File: src/rtl/uart_pkg.sv
// uart_pkg: shared UART baud codes, rate table and divisor arithmetic
package uart_pkg;
  typedef enum logic [2:0] {
    BAUD_300, BAUD_1200, BAUD_4800, BAUD_9600,
    BAUD_19200, BAUD_38400, BAUD_57600, BAUD_115200
  } baud_code_t;
  localparam int unsigned BAUD_RATES [8] = '{300, 1200, 4800, 9600, 19200, 38400, 57600, 115200};
  function automatic longint calc_div(longint clk_hz, longint rate, longint os);
    return (clk_hz + rate * os / 2) / (rate * os);
  endfunction
endpackage

File: src/rtl/baud_divisor_rom.sv
// baud_divisor_rom: baud code to clock divisor, table fixed at elaboration
module baud_divisor_rom
  import uart_pkg::*;
#(
  parameter int CLK_FREQ_HZ = 100_000_000,
  parameter int OVERSAMPLE  = 16,
  parameter int CNT_WIDTH   = 16
) (
  input  logic [2:0]           code,
  output logic [CNT_WIDTH-1:0] div
);
  logic [CNT_WIDTH-1:0] div_table [8];
  for (genvar i = 0; i < 8; i++) begin : g_div
    localparam longint D = calc_div(CLK_FREQ_HZ, BAUD_RATES[i], OVERSAMPLE);
    if (D < 2 || D > (longint'(1) << CNT_WIDTH) - 1) begin : g_bad
      $error("baud divisor out of range for CNT_WIDTH");
    end
    assign div_table[i] = CNT_WIDTH'(D);
  end
  assign div = div_table[code];
endmodule

File: src/rtl/baud_tick_gen.sv
// baud_tick_gen: oversample, mid-bit and bit tick generator with run-time baud select
module baud_tick_gen
  import uart_pkg::*;
#(
  parameter int CLK_FREQ_HZ = 100_000_000,
  parameter int OVERSAMPLE  = 16,
  parameter int CNT_WIDTH   = 16
) (
  input  logic                 clk,
  input  logic                 reset,
  input  logic                 enable,
  input  logic [2:0]           baud_select,
  input  logic                 resync,
  output logic                 sample_tick,
  output logic                 mid_bit_tick,
  output logic                 bit_tick,
  output logic                 baud_changed,
  output logic [CNT_WIDTH-1:0] divisor_out
);
  localparam int OS_W = $clog2(OVERSAMPLE);
  localparam logic [OS_W-1:0] OS_MAX = OS_W'(OVERSAMPLE - 1);
  localparam logic [OS_W-1:0] OS_MID = OS_W'(OVERSAMPLE / 2 - 1);
  localparam logic [CNT_WIDTH-1:0] DIV_RST =
    CNT_WIDTH'(calc_div(CLK_FREQ_HZ, BAUD_RATES[0], OVERSAMPLE));
  if (OVERSAMPLE % 2 != 0 || OVERSAMPLE < 4 || OVERSAMPLE > 32) begin : g_bad_os
    $error("OVERSAMPLE must be even and within 4..32");
  end
  logic [2:0]           sel_q;
  logic [CNT_WIDTH-1:0] div_cnt;
  logic [CNT_WIDTH-1:0] new_div;
  logic [OS_W-1:0]      os_cnt;
  baud_divisor_rom #(
    .CLK_FREQ_HZ(CLK_FREQ_HZ),
    .OVERSAMPLE (OVERSAMPLE),
    .CNT_WIDTH  (CNT_WIDTH)
  ) u_rom (
    .code(baud_select),
    .div (new_div)
  );
  // A baud change wins over enable/resync so the new divisor is never missed
  always_ff @(posedge clk or posedge reset)
    if (reset) begin
      sel_q        <= '0;
      divisor_out  <= DIV_RST;
      div_cnt      <= '0;
      os_cnt       <= '0;
      sample_tick  <= 1'b0;
      mid_bit_tick <= 1'b0;
      bit_tick     <= 1'b0;
      baud_changed <= 1'b0;
    end else begin
      sample_tick  <= 1'b0;
      mid_bit_tick <= 1'b0;
      bit_tick     <= 1'b0;
      baud_changed <= baud_select != sel_q;
      if (baud_select != sel_q) begin
        sel_q       <= baud_select;
        divisor_out <= new_div;
        div_cnt     <= '0;
        os_cnt      <= '0;
      end else if (!enable || resync) begin
        div_cnt <= '0;
        os_cnt  <= '0;
      end else if (div_cnt == divisor_out - CNT_WIDTH'(1)) begin
        div_cnt      <= '0;
        sample_tick  <= 1'b1;
        os_cnt       <= os_cnt == OS_MAX ? '0 : os_cnt + OS_W'(1);
        mid_bit_tick <= os_cnt == OS_MID;
        bit_tick     <= os_cnt == OS_MAX;
      end else begin
        div_cnt <= div_cnt + CNT_WIDTH'(1);
      end
    end
endmodule

File: config.mk
export PLATFORM = sky130hd
export DESIGN_NAME = baud_tick_gen
export DESIGN_NICKNAME = d
export VERILOG_FILES = /design/src/rtl/uart_pkg.sv /design/src/rtl/baud_divisor_rom.sv /design/src/rtl/baud_tick_gen.sv
export SDC_FILE = /design/constraint.sdc
export NUM_CORES = 1
export LEC_CHECK = 0
export ABC_AREA = 1
export CAP_MARGIN = 10
export CORE_UTILIZATION = 55
export CTS_CLUSTER_SIZE = 12
export DETAILED_ROUTE_END_ITERATION = 8
export PLACE_DENSITY = 0.86
export SYNTH_ARGS = -nofsm -noshare
export SYNTH_HDL_FRONTEND = slang
export SYNTH_HIERARCHICAL = 1
export SYNTH_SLANG_ARGS = --single-unit
File: constraint.sdc
create_clock -name clk -period 4.65 [get_ports clk]
set_clock_uncertainty 0.2 [all_clocks]
set_input_delay 0.6975 -clock clk [delete_from_list [all_inputs] [get_ports clk]]
set_output_delay 0.6975 -clock clk [all_outputs]
set_load 0.1 [all_outputs]
==> key figures <==
Min path
  • Worst Min Path Start: div_cnt[0]
  • Hold Path Stages: 1
  • Hold Path Class: flop to flop
  • Min-Delay Endpoint: div_cnt[0]

Clocking
  • Worst-path clk slew: 0.07 ns
  • Hold buffer count at CTS: 0
  • CTS buffer count: 5
  • CTS max path bufs: 2
  • PostCTS Resize Cnt: 0
  • H-tree level count: 2
  • Postcts setup bufs: 0
  • TritonCTS Sinks: 43
  • Clock Latency Late Sink: 0.30 ns
  • CTS tree: done
  • Clock Tree Root: clkbuf_8

Yosys
  • Top FF cell, synth: dfrtp_1
  • Mapped Cells: 444
  • Synthesis Warnings: 6
  • Most area-consuming cells after synthesis: dfrtp_1, nand2_1, inv_1
  • Syn Area/Cell: 6.72 µm²
  • Cell area after synthesis: 2990 µm²
  • Yosys cell types: 27
  • Asr flop ratio synth: 100%
  • Yosys top cell area share: 31.0%
  • Sequential-to-total area share from yosys stat: 36.3%
  • Synth area leader: dfrtp_1
  • Synth top cells by count: nand2_1, inv_1, nor2_1
  • Post-synth EDFFs: 0
  • #FFs+latches synth: 43
  • Count leader, synth: nand2_1

Setup path
  • Critical path class: flop to output pin
  • Crit Path Max Fanout: 7
  • Worst reg2reg path startpoint: divisor_out[0]
  • CP Data Required Time: 3.75 ns
  • CP endpoint kind: output pin
  • Crit path DAT: 2.09 ns
  • Crit-path leading delay family: buffers and inverters
  • FF-to-FF End: mid_bit_tick
  • CP bufs+invs: 1
  • R2R depth: 14
  • CP Launch Type: flop
  • Critical-path top delay cell: clkdlybuf4s50_1
  • Reg2Reg Setup Slack: 2.21 ns
  • Slowest Stage Delay on Critical Path: 1.17 ns
  • Cell Chain, Critical Path: clkdlybuf4s50_1

Place
  • Dpl cell area: 3290 µm²
  • DP HPWL: 5260 µm
  • RePlAce Congestion: 0.930
  • I/O Buffers: 26

Final layout
  • Share of cells above drive strength 1: 6.78%
  • Finished Cell Area: 3410 µm²
  • Layout fillers: 442
  • Area of the multi-input gates: 1610 µm²
  • NumNets Final: 488
  • # diodes: 0
  • Syn-to-layout area delta: 14.2%
  • Sequential cell area: 1080 µm²

STA
  • Fmax: 335 MHz
  • Final setup vio count: 0
  • Period utilisation layout: 64.2%
  • RSZ-0062 raised after global routing: no
  • Measured slew at the worst slew-check pin: 0.978 ns
  • Slew Limit Fails: 0
  • Fin. Hold Viols: 0
  • Minimum clock period: 2.99 ns
  • Slew margin rel.: 34.6%
  • Post-route setup TNS: 0 ns

GRT
  • Vias in the first global route: 2550
  • Largest net degree at the start of global routing: 44
  • Total grt overflow: 0
  • Gr usage total: 26.3%
  • Antenna violations before repair: 0
  • First-pass GRT wire length: 11200 µm

Power and ir drop
  • Pleak: 1.70 nW
  • Pwr dens: 315 nW/µm²
  • Max VDD drop: 0.184 mV

Flow run
  • Maxcap violations: 0

Detailed routing
  • Drt total wl: 6750 µm
  • Routed WL per cell: 12.5 µm
  • Routed vias: 2855
  • DR DRC count: 0
  • ANT nets after route: 0
  • DR pass1 iterations: 5
  • Vias per cell: 5.27
  • Initial drt markers: 170

Status
  • Outcome: finished, final reports clean

Floorplanning
  • Row count: 26
  • Io pins: 27
  • Chip height: 75.7 µm
  • Starting density of the core: 57.7%
  • Overall die area: 5730 µm²
  • Core area: 5170 µm²
  • Die X: 75.7 µm
## layer usage
metal,routed length [µm],GRT usage (%)
met1,2920,34.6
met2,3220,42.9
met3,391,4.76
met4,219,11.3
met5,0,0
## report_power, final
part | leakage (nW) | internal (mW) | total (mW) | switching, mW
clock network | 0.0612 | 0.174 | 0.301 | 0.127
logic | 1.09 | 0.0900 | 0.348 | 0.258
registers | 0.552 | 0.396 | 0.426 | 0.0296
## worst reg2reg max path: stages (launching register included)
cell and delay [ns]:
dfstp_2 0.55, inv_1 0.11, ha_1 0.32, inv_1 0.04, nand2_1 0.06, nand2_1 0.05
nor2_1 0.22, nand2_1 0.09, nor2_1 0.09, nand2_1 0.08, nor2_1 0.10, nand3_1 0.07
nor2_1 0.14, nand3_1 0.13, nor2_1 0.11
## flip-flops by register name (all words and copies together) (netlist names)
name          count
div_cnt          16
divisor_out      16
os_cnt            4
sel_q             3
baud_changed      1
bit_tick          1
mid_bit_tick      1
sample_tick       1
## cell usage in the layout, fill, tap and decap left out
| cell type | instances |
|---|---|
| dfstp_2 | 6 |
| clkbuf_8 | 6 |
| inv_2 | 1 |
| nor3_2 | 1 |
| and2_1 | 1 |
| nand2_2 | 4 |
| o21ai_0 | 24 |
| ha_1 | 10 |
| nor2_4 | 4 |
| clkinv_2 | 1 |
| nor2_1 | 61 |
| xor2_1 | 13 |
| a21oi_1 | 3 |
| dfrtp_1 | 37 |
| nand3b_1 | 1 |
| o22ai_1 | 1 |
| inv_1 | 61 |
| clkdlybuf4s50_1 | 26 |
| bufinv_16 | 1 |
| clkinv_1 | 2 |
| nand2_4 | 1 |
| nand2_1 | 143 |
| nand4_1 | 12 |
| nor2_2 | 5 |
| xnor2_1 | 7 |
| nand3_1 | 33 |
| buf_4 | 2 |
| nor3_1 | 2 |
| conb_1 | 3 |
## cell type report
type | count | area share (%)
timing repair buffer | 28 | 8.07
tap | 70 | 2.57
inverter | 64 | 7.05
clock buffer | 6 | 2.42
sequential | 43 | 31.8
multi-input combinational | 329 | 47.1
clock inverter | 2 | 1.03
## how the worst max path moves through the flow
stage,endpoint,cells past startpoint,slack (ns),from
final,divisor_out[5],1,1.66,divisor_out[5]
after global routing,div_cnt[15],9,1.57,baud_select[2]
after CTS,divisor_out[5],1,1.66,divisor_out[5]
after detailed placement,div_cnt[15],9,1.51,baud_select[2]
after global placement,div_cnt[15],9,1.61,baud_select[2]
after floorplan,div_cnt[12],13,2.01,divisor_out[1]
## cells by family after synthesis
logic type	count (synthesis)	synth area share, %
AO/OA/AOI/OAI	28	4.74
XOR/XNOR	20	5.87
adder cells (fa/ha/maj)	10	4.19
buffers and inverters	74	10.2
flip-flops	43	36.3
other	1	0.126
AND/OR/NAND/NOR	268	38.6
## through the flow
stage	utilization [%]	std cells	setup slack (ns)	power (mW)	hold WS, ns
finish	65.9	542	1.66	1.07	0.304
CTS	65.9	542	1.66	1.08	0.306
detailed placement	63.6	534	1.51	0.778	0.292
global placement	63.6	534	1.61	0.770	0.288
floorplan	-	446	2.01	0.697	0.250
global route	65.9	542	1.57	1.13	0.318
(Power assumes the default switching activity.)
